[src/rtl/cin_packer.sv]
// cin_packer: gathers two consecutive half-width feature beats into one full-width beat,
// flushing an odd burst tail with a zero upper half.
`ifndef PICTURE_NUM
`define PICTURE_NUM 1
`endif
`ifndef Channel_Out_Num
`define Channel_Out_Num 8
`endif
module cin_packer #(
    parameter int PICTURE_NUM          = `PICTURE_NUM,
    parameter int Half_Channel_Out_Num = `Channel_Out_Num >> 1,
    parameter int HW                   = PICTURE_NUM * Half_Channel_Out_Num * 8
) (
    input  logic            clk,
    input  logic            rst,
    input  logic [HW-1:0]   S_Feature,
    input  logic            S_Valid,
    input  logic            S_Last,
    output logic            S_Ready,
    output logic [2*HW-1:0] M_Feature,
    output logic            M_Valid,
    output logic            M_Last,
    input  logic            M_Ready
);
    typedef enum logic [1:0] {WAIT_LO, HAVE_LO, FLUSH} state_t;
    state_t            state_q, state_d;
    logic [HW-1:0]     lo_q;
    logic [2*HW-1:0]   feat_q, pack_d;
    logic              valid_q, last_q, last_d, out_free, accept, load_d;
    assign M_Feature = feat_q;
    assign M_Valid   = valid_q;
    assign M_Last    = last_q;
    always_comb begin
        out_free = ~valid_q | M_Ready;
        S_Ready  = (state_q == WAIT_LO) | ((state_q == HAVE_LO) & out_free);
        accept   = S_Valid & S_Ready;
        load_d   = ((state_q == HAVE_LO) & accept) | ((state_q == FLUSH) & out_free);
        pack_d   = (state_q == FLUSH) ? {{HW{1'b0}}, lo_q} : {S_Feature, lo_q};
        last_d   = (state_q == FLUSH) | S_Last;
        state_d  = (state_q == WAIT_LO) ? (accept ? (S_Last ? FLUSH : HAVE_LO) : WAIT_LO)
                 : load_d ? WAIT_LO : state_q;
    end
    // A new load takes priority over a take so packed beats can go out back to back.
    always_ff @(posedge clk or posedge rst) begin
        if (rst) begin
            state_q <= WAIT_LO;
            lo_q    <= '0;
            feat_q  <= '0;
            valid_q <= 1'b0;
            last_q  <= 1'b0;
        end else begin
            state_q <= state_d;
            if ((state_q == WAIT_LO) && accept) lo_q <= S_Feature;
            if (load_d) begin
                feat_q  <= pack_d;
                valid_q <= 1'b1;
                last_q  <= last_d;
            end else if (valid_q && M_Ready) begin
                valid_q <= 1'b0;
                last_q  <= 1'b0;
            end
        end
    end
endmodule

[config.mk]
export PLATFORM = sky130hd
export DESIGN_NAME = cin_packer
export DESIGN_NICKNAME = d
export VERILOG_FILES = /design/src/rtl/cin_packer.sv
export SDC_FILE = /design/constraint.sdc
export NUM_CORES = 1
export LEC_CHECK = 0
export ABC_AREA = 1
export CORE_MARGIN = 2
export CORE_UTILIZATION = 43
export DETAILED_ROUTE_END_ITERATION = 8
export PLACE_DENSITY = 0.85
export SKIP_LAST_GASP = 1
export SYNTH_ARGS = -nofsm -noshare
export SYNTH_HDL_FRONTEND = slang
export SYNTH_SLANG_ARGS = --single-unit
[constraint.sdc]
create_clock -name clk -period 2.7 [get_ports clk]
set_input_delay 0.27 -clock clk [delete_from_list [all_inputs] [get_ports clk]]
set_output_delay 0.27 -clock clk [all_outputs]
set_load 0.01 [all_outputs]
==> flow_metrics.py, run 1 <==
metrics = {
    "place": {
        "gp_congestion": 0.760,
        "dp_slack_ns": 0.582,
        "io_buffers": 103,
        "dp_hpwl_um": 6020,
    },
    "hold_path": {
        "worstHoldPathType": "in2async",
    },
    "grt": {
        "globalRoute.totalOverflow": 0,
        "grt_max_degree": 101,
        "grt_pass1_wl_um": 14300,
        "grt_usage": 0.181,
        "grt_pass1_vias": 2995,
        "antenna_found_initial": 0,
    },
    "logic_synthesis": {
        "synth_fp_nets": 451,
        "synth-compound-area-share": 0.122,
        "syn-cell-area_um2": 3910,
        "ys_ff_latch": 100,
        "seq_area_frac_synth": 0.640,
        "yosys.area_share.simple": 0.159,
        "syn-instance-count": 414,
        "post_synth_fa_ha_maj_area_fraction": 0,
        "yosys_warnings": 0,
        "synth-xor-area-share": 0,
        "synthMuxAreaShare": 0,
        "syn-mean-instance-area_um2": 9.44,
        "synth_top_family_by_area": "simple AND/OR/NAND/NOR gates",
        "ys_types": 17,
    },
    "die": {
        "core-area_um2": 8760,
        "die-area_um2": 9870,
        "rows": 34,
        "die_h_um": 99.3,
        "start_util": 0.446,
        "num_io_pins": 104,
        "die_w_um": 99.3,
    },
    "layout": {
        "diodes": 0,
        "final_core_utilization": 0.593,
        "fin_nets": 546,
        "drive_above_1_share": 0.0624,
        "area_growth_pct": 33.0,
        "nFillCells": 733,
    },
    "power": {
        "p_leak_uw": 0.00251,
        "peakVddDrop_mv": 0.531,
        "powerDensity_nw_per_um2": 1230,
        "power_uw": 6380,
    },
    "drt": {
        "postRouteAntennaNets": 0,
        "viasPerCell": 4.87,
        "drc": 0,
        "dr_total_vias": 3025,
        "drtIter0Drc": 139,
        "top_layer_used": "met4",
        "wl_met1_um": 3900,
        "dr.pass1.iters": 4,
        "wl_per_cell_um": 13.9,
        "wl_um": 8620,
        "wl_met3_um": 512,
        "wl_met2_um": 4080,
    },
    "clocking": {
        "cts_hold_buf": 0,
        "clock-sinks": 100,
        "numCtsBuffers": 9,
        "clockBufferDepth": 2,
        "cts.clk_slew.worst_paths_ns": 0.09,
        "htreeDepth": 3,
        "cts_setup_buffers": 0,
        "clk_latency_ns": 0.35,
        "root_buffer": "clkbuf_8",
        "post_cts_resized": 0,
        "cts_tree": "built",
    },
    "setup_path": {
        "worstSetupStartpointType": "register",
        "setup.worst_path.end_class": "primary output",
        "rr_worst_depth": 5,
        "worstReg2RegStart": "state_q[0]",
        "critPathArrivalTime_ns": 1.54,
        "crit_start": "state_q[1]",
        "crit_type": "reg2out",
        "cp_max_fo": 5,
        "critPathRequiredTime_ns": 2.43,
    },
    "sta": {
        "finalSetupViolCount": 0,
        "min_period_ns": 1.81,
        "relSlewSlack": 0.625,
        "finalSetupTns_ns": 0,
        "timing.final.ws_setup_ns": 0.895,
        "fin_skew_ns": 0.0129,
        "tightest_slew_ns": 0.561,
        "fin_hold_ws_ns": 0.404,
        "finalHoldViolations": 0,
        "finalCritPeriodShare": 0.669,
        "slew_violations": 0,
        "fmax_mhz": 554,
        "rsz0062_at_grt": "false",
    },
    "run": {
        "drv_cap": 0,
    },
    "status": {
        "outcome": "finished clean",
    },
}
## where the power goes
group          switching [µW]  internal, µW
registers                 375          2220
clock network             486           448
logic                    1500          1360
total                    2360          4020
## per-stage QoR
step	cell area, µm²	cells
2_1_floorplan	3910	414
3_3_place_gp	5010	606
3_5_place_dp	5010	606
4_1_cts	5200	621
5_1_grt	5200	621
6_report	5200	621
## worst paths after layout
| check | to | slack [ns] |
|---|---|---|
| worst max-delay path | S_Ready | 0.89 |
| worst min-delay path | M_Feature[1] | 0.40 |
| worst max register to register | lo_q[22] | 0.94 |
| worst min register to register | M_Feature[22] | 0.49 |
| max in group asynchronous | lo_q[28] | 1.91 |
| min in group clk | M_Feature[22] | 0.49 |
## cell usage in the layout, fill, tap and decap left out
cell,netlist,routed
clkbuf_8,0,10
nand2_4,0,1
buf_4,1,3
inv_1,36,35
buf_12,0,3
inv_2,2,2
bufinv_16,0,1
o21ai_0,33,33
nand2_2,3,2
clkdlybuf4s50_1,0,103
nor2_1,23,23
dfrtp_1,100,100
a21oi_1,24,24
nand3_1,12,11
clkbuf_1,10,1
nand3_2,0,1
o21ai_2,5,5
a31oi_1,1,1
o21ai_1,28,28
nand2_1,122,122
clkinvlp_4,0,3
clkinv_2,0,1
## cell type report
cell class | count | area (µm²) | share of cell area
inverters | 38 | 146 | 0.0282
repair buffers | 109 | 1110 | 0.214
flip-flops and latches | 100 | 2500 | 0.481
well taps | 108 | 135 | 0.0260
multi-input cells | 251 | 1110 | 0.213
clock inverters | 4 | 50.0 | 0.00963
clock buffers | 11 | 141 | 0.0272
## worst max-delay path, stage by stage, from the launching register on
cell             delay, ns
dfrtp_1               0.45
a31oi_1               0.18
clkdlybuf4s50_1       0.56
## layer usage
layer | GRT usage | vias to the layer above
li1 | - | 1491
met1 | 0.245 | 1443
met2 | 0.288 | 81
met3 | 0.0401 | 10
met4 | 0.0674 | 0
met5 | 0 | -
## cells in the mapped netlist
master      n  area [µm²]
a21oi_1    24         120
a31oi_1     1        6.26
buf_1       1        3.75
buf_2       5        25.0
buf_4       1        7.51
buf_6       8        90.1
clkbuf_1   10        37.5
dfrtp_1   100        2500
inv_1      36         135
inv_2       2        7.51
nand2_1   122         458
nand2_2     3        18.8
nand3_1    12        60.1
nor2_1     23        86.3
o21ai_0    33         165
o21ai_1    28         140
o21ai_2     5        43.8
## sequential cells by signal, indices dropped and copies added, names as in the netlist
signal     flops
M_Feature     64
lo_q          32
M_Valid        1
M_Last         1
state_q        2
## logic make-up (layout without fill, tap and decap cells)
logic type,Yosys count,count (layout)
buf+inv,63,162
flops,100,100
compound gates,91,91
simple gates,160,160
Note: power is estimated with default switching activity, not from simulation.
==> run 2, diff against run 1 <==
--- a/config.mk
+++ b/config.mk
@@ -7,9 +7,9 @@
 export LEC_CHECK = 0
 export ABC_AREA = 1
 export CORE_MARGIN = 2
-export CORE_UTILIZATION = 43
+export CORE_UTILIZATION = 48
 export DETAILED_ROUTE_END_ITERATION = 8
-export PLACE_DENSITY = 0.85
+export PLACE_DENSITY = 0.89
 export SKIP_LAST_GASP = 1
 export SYNTH_ARGS = -nofsm -noshare
 export SYNTH_HDL_FRONTEND = slang
==> constraint.sdc (replaced) <==
create_clock -name clk -period 1.8 [get_ports clk]
set_input_delay 0.18 -clock clk [delete_from_list [all_inputs] [get_ports clk]]
set_output_delay 0.18 -clock clk [all_outputs]
set_load 0.01 [all_outputs]
==> run 2 against run 1 <==
Effect of this change: routed wire length shrank 2.2%; first-iteration DRC count shrank 0.72%; register-to-register slack got worse by 0.61 ns; combinational power grew 54%; sequential power is 49% higher; flip-flop and latch count did not move; clock power is 46% higher; largest cell class unchanged; critical path depth is the same; worst hold slack lost 0.14 ns; final cell count grew 0.16%; highest routed layer unchanged; core utilization grew 7.9 points; power rose by 51%.
==> flow_metrics.py, run 2 (synthesized netlist as in run 1, its figures left out) <==
metrics = {
    "status": {
        "outcome": "finished clean",
    },
    "clocking": {
        "cts.clk_slew.worst_paths_ns": 0.10,
        "clock-sinks": 100,
        "post_cts_resized": 0,
        "cts_setup_buffers": 0,
        "cts_hold_buf": 0,
        "numCtsBuffers": 9,
        "clockBufferDepth": 2,
        "root_buffer": "clkbuf_8",
        "htreeDepth": 3,
        "clk_latency_ns": 0.35,
        "cts_tree": "built",
    },
    "die": {
        "rows": 32,
        "start_util": 0.500,
        "die_h_um": 94.2,
        "num_io_pins": 104,
        "core-area_um2": 7810,
        "die_w_um": 94.2,
        "die-area_um2": 8880,
    },
    "setup_path": {
        "crit_chain": "a31oi_1 -> clkdlybuf4s50_1",
        "setup.worst_path.end_class": "primary output",
        "cp_max_fo": 4,
        "crit_type": "reg2out",
        "worst_path_max_delay_cell": "clkdlybuf4s50_1",
        "critPathArrivalTime_ns": 1.54,
        "worstSetupStartpointType": "register",
        "critPathRequiredTime_ns": 1.62,
        "critPathMaxStageDelay_ns": 0.56,
        "rrSetupSlack_ns": 0.33,
        "rr_worst_depth": 8,
    },
    "layout": {
        "largest_register_ffs": 64,
        "final_common_cell": "nand2_1",
        "drive_above_1_share": 0.0731,
        "nFillCells": 602,
        "final_cells": 622,
        "final_cell_area_um2": 5250,
        "multi_input_area_um2": 1110,
        "area_growth_pct": 34.3,
        "layout_common_cells": "122 x nand2_1, 103 x clkdlybuf4s50_1, 100 x dfrtp_1, 35 x inv_1, 33 x o21ai_0",
        "diodes": 0,
        "fin_nets": 552,
        "seq_area_um2": 2500,
    },
    "drt": {
        "postRouteAntennaNets": 0,
        "viasPerCell": 4.95,
        "dr_total_vias": 3078,
        "drtIter0Drc": 138,
        "wl_um": 8430,
        "wl_per_cell_um": 13.6,
        "dr.pass1.iters": 5,
        "drc": 0,
    },
    "power": {
        "powerDensity_nw_per_um2": 1830,
        "p_sw_frac": 0.368,
        "combPwrFrac": 0.457,
        "peakVddDrop_mv": 1.50,
        "p_leak_uw": 0.00255,
        "pwr-share-seq": 0.402,
        "internal-power_uw": 6080,
        "power_uw": 9620,
        "p_switching_uw": 3550,
        "p_clk_frac": 0.141,
    },
    "grt": {
        "grt_usage": 0.203,
        "antenna_found_initial": 0,
        "grt_pass1_vias": 3032,
        "globalRoute.totalOverflow": 0,
        "grt_pass1_wl_um": 14100,
        "grt_max_degree": 60,
    },
    "sta": {
        "slew_violations": 0,
        "min_period_ns": 1.72,
        "finalSetupViolCount": 0,
        "finalHoldViolations": 0,
        "finalCritPeriodShare": 0.956,
        "tightest_slew_ns": 0.492,
        "finalSetupTns_ns": 0,
        "fmax_mhz": 581,
        "rsz0062_at_grt": "false",
        "fin_skew_ns": 0.0119,
        "relSlewSlack": 0.672,
    },
    "run": {
        "drv_cap": 0,
    },
    "hold_path": {
        "worstHoldPathType": "in2async",
    },
    "place": {
        "dp_hpwl_um": 5900,
        "dpl_cell_area_um2": 5060,
        "io_buffers": 103,
        "dp.cells": 606,
        "gp_congestion": 0.869,
    },
}
run 2: cell count changes in the layout (fill, tap and decap cells not counted), moves of 2 or more:
cell and delta:
clkinv_4 +2, clkbuf_8 +2, clkinvlp_4 -2, buf_4 +5
run 2: cell type report:
class	instances	share of cell area
clock inverters	2	0.00334
well taps	102	0.0243
flip-flops and latches	100	0.477
clock buffers	14	0.0329
multi-input cells	251	0.211
inverters	38	0.0279
repair buffers	115	0.223
run 2: stage by stage:
stage	hold WS, ns	worst slack, ns	util
final	0.262	0.0798	0.672
after global placement	0.459	0.235	0.648
after floorplan	0.274	0.430	-
after CTS	0.273	0.0775	0.672
after global routing	0.294	0.0366	0.672
after detailed placement	0.462	0.190	0.648
run 2: worst paths after layout:
kind,start,to
setup / recovery,state_q[0],S_Ready
hold / removal,rst,M_Feature[0]
setup reg to reg,state_q[1],M_Last
hold reg to reg,M_Feature[23],M_Feature[23]
max in group asynchronous,rst,M_Feature[39]
min in group clk,S_Feature[3],M_Feature[35]
run 2: per-layer routing:
metal | share of wire | GRT usage
met2 | 0.49 | 0.327
met1 | 0.44 | 0.269
met4 | 0.012 | 0.0604
met3 | 0.063 | 0.0562
met5 | 0 | 0
run 2: worst max-delay path, delay by kind of cell, from the launching register on:
kind	cells	cell delay (ns)
flops	1	0.44
compound gates	1	0.19
buf+inv	1	0.56
run 2: power groups by stage:
stage | clock network, µW | registers [µW] | logic (µW)
final | 1360 | 3860 | 4400
after global routing | 1500 | 3990 | 4930
after CTS | 1390 | 3870 | 4460
after detailed placement | 0 | 3900 | 4450
after global placement | 0 | 3850 | 4270
after floorplan | 0 | 4140 | 2130
==> run 3, diff against run 2 <==
--- a/config.mk
+++ b/config.mk
@@ -10,6 +10,7 @@
 export CORE_UTILIZATION = 48
 export DETAILED_ROUTE_END_ITERATION = 8
 export PLACE_DENSITY = 0.89
+export REMOVE_ABC_BUFFERS = 1
 export SKIP_LAST_GASP = 1
 export SYNTH_ARGS = -nofsm -noshare
 export SYNTH_HDL_FRONTEND = slang
==> run 3 against run 2 <==
Effect of this change: core utilization about the same; sequential share of layout area about the same; clock-buffer cell count down 3; fmax increased by 2.2%; final area barely moved; power rose by 0.21%; die area unchanged; sequential power is essentially flat; combinational power about the same; routed wire length down 0.77%; register-to-register slack gained 0.05 ns.
==> flow_metrics.py, run 3 (synthesized netlist as in run 1, its figures left out) <==
metrics = {
    "drt": {
        "drtIter0Drc": 99,
        "drc": 0,
        "dr_total_vias": 3044,
        "postRouteAntennaNets": 0,
        "wl_um": 8370,
        "dr.pass1.iters": 4,
        "viasPerCell": 4.93,
        "wl_per_cell_um": 13.5,
    },
    "setup_path": {
        "critPathArrivalTime_ns": 1.50,
        "cp_max_fo": 4,
        "critPathRequiredTime_ns": 1.62,
        "setup.worst_path.end_class": "primary output",
        "crit_type": "reg2out",
        "worstSetupStartpointType": "register",
    },
    "layout": {
        "diodes": 0,
        "area_growth_pct": 34.3,
        "largest_register_ffs": 64,
        "final_cell_area_um2": 5250,
        "layout_common_cells": "122 x nand2_1, 103 x clkdlybuf4s50_1, 100 x dfrtp_1, 35 x inv_1, 33 x o21ai_0",
        "drive_above_1_share": 0.0678,
        "final_common_cell": "nand2_1",
        "fin_nets": 549,
    },
    "die": {
        "die_w_um": 94.2,
        "die_h_um": 94.2,
        "die-area_um2": 8880,
        "start_util": 0.500,
        "rows": 32,
        "core-area_um2": 7810,
        "num_io_pins": 104,
    },
    "power": {
        "peakVddDrop_mv": 0.971,
        "powerDensity_nw_per_um2": 1840,
        "p_leak_uw": 0.00254,
    },
    "clocking": {
        "numCtsBuffers": 9,
        "htreeDepth": 3,
        "cts.clk_slew.worst_paths_ns": 0.09,
        "clk_latency_ns": 0.34,
        "post_cts_resized": 0,
        "cts_tree": "built",
        "cts_setup_buffers": 0,
        "clockBufferDepth": 2,
        "root_buffer": "clkbuf_8",
        "clock-sinks": 100,
        "cts_hold_buf": 0,
    },
    "grt": {
        "globalRoute.totalOverflow": 0,
        "antenna_found_initial": 0,
        "grt_pass1_vias": 3030,
        "grt_max_degree": 67,
        "grt_pass1_wl_um": 13900,
        "grt_usage": 0.198,
    },
    "place": {
        "dp_slack_ns": 0.184,
        "io_buffers": 103,
        "dp_hpwl_um": 5700,
        "dpl_cell_area_um2": 5060,
        "gp_congestion": 0.801,
    },
    "sta": {
        "relSlewSlack": 0.723,
        "min_period_ns": 1.68,
        "fin_skew_ns": 0.00934,
        "fin_hold_ws_ns": 0.186,
        "finalHoldViolations": 0,
        "fmax_mhz": 594,
        "tightest_slew_ns": 0.416,
        "finalSetupViolCount": 0,
        "rsz0062_at_grt": "false",
        "finalCritPeriodShare": 0.935,
        "slew_violations": 0,
        "timing.final.ws_setup_ns": 0.118,
    },
    "hold_path": {
        "worstHoldPathType": "in2async",
    },
    "status": {
        "outcome": "finished clean",
    },
    "run": {
        "drv_cap": 0,
    },
}
-- run 3: cell count changes in the layout (fill, tap and decap cells not counted), sizes merged --
cell      previous run  this run
clkinv               2         1
clkinvlp             1         2
inv                 37        38
clkbuf              14        11
buf                 12         9
bufinv               0         1
-- run 3: routing by layer --
layer	vias to the layer above	part of all wire	global-route usage
met5	-	0	0
met4	0	0.015	0.0640
met3	14	0.053	0.0401
met2	87	0.50	0.343
met1	1443	0.43	0.251
li1	1500	-	-
-- run 3: worst paths after layout --
path	startpoint	slack, ns	end	cells after the start
setup / recovery	state_q[0]	0.12	S_Ready	2
hold / removal	rst	0.19	lo_q[13]	2
setup reg to reg	state_q[1]	0.38	M_Feature[50]	7
hold reg to reg	M_Feature[28]	0.48	M_Feature[28]	2
max in group asynchronous	rst	1.07	M_Feature[10]	3
min in group clk	S_Feature[23]	0.41	lo_q[23]	3
-- run 3: worst max-delay path, cell delays in order, from the launching register on --
cell	delay, ns
dfrtp_1	0.44
a31oi_1	0.17
clkdlybuf4s50_1	0.55
-- run 3: power breakdown --
group	total, µW	leakage [µW]	switching (µW)	internal, µW
Sequential	3860	0.00121	539	3320
Clock	1380	0.0000914	706	672
Combinational	4400	0.00125	2290	2110
Total	9640	0.00254	3530	6110
-- run 3: area by class of cell --
class / instances / area [µm²]
clock buffers: 11 / 141
clock inverters: 4 / 50.0
fillers: 617 / 2560
inverters: 38 / 145
multi-input cells: 251 / 1110
flip-flops and latches: 100 / 2500
well taps: 102 / 128
repair buffers: 112 / 1170
-- run 3: stage by stage --
stage | total power, µW | setup TNS, ns | utilization | cells
6_report | 9640 | 0 | 0.672 | 618
5_1_grt | 10400 | 0 | 0.672 | 618
4_1_cts | 9730 | 0 | 0.672 | 618
3_5_place_dp | 8330 | 0 | 0.648 | 603
3_3_place_gp | 8080 | 0 | 0.648 | 603
2_1_floorplan | 5990 | -147.17 | - | 389
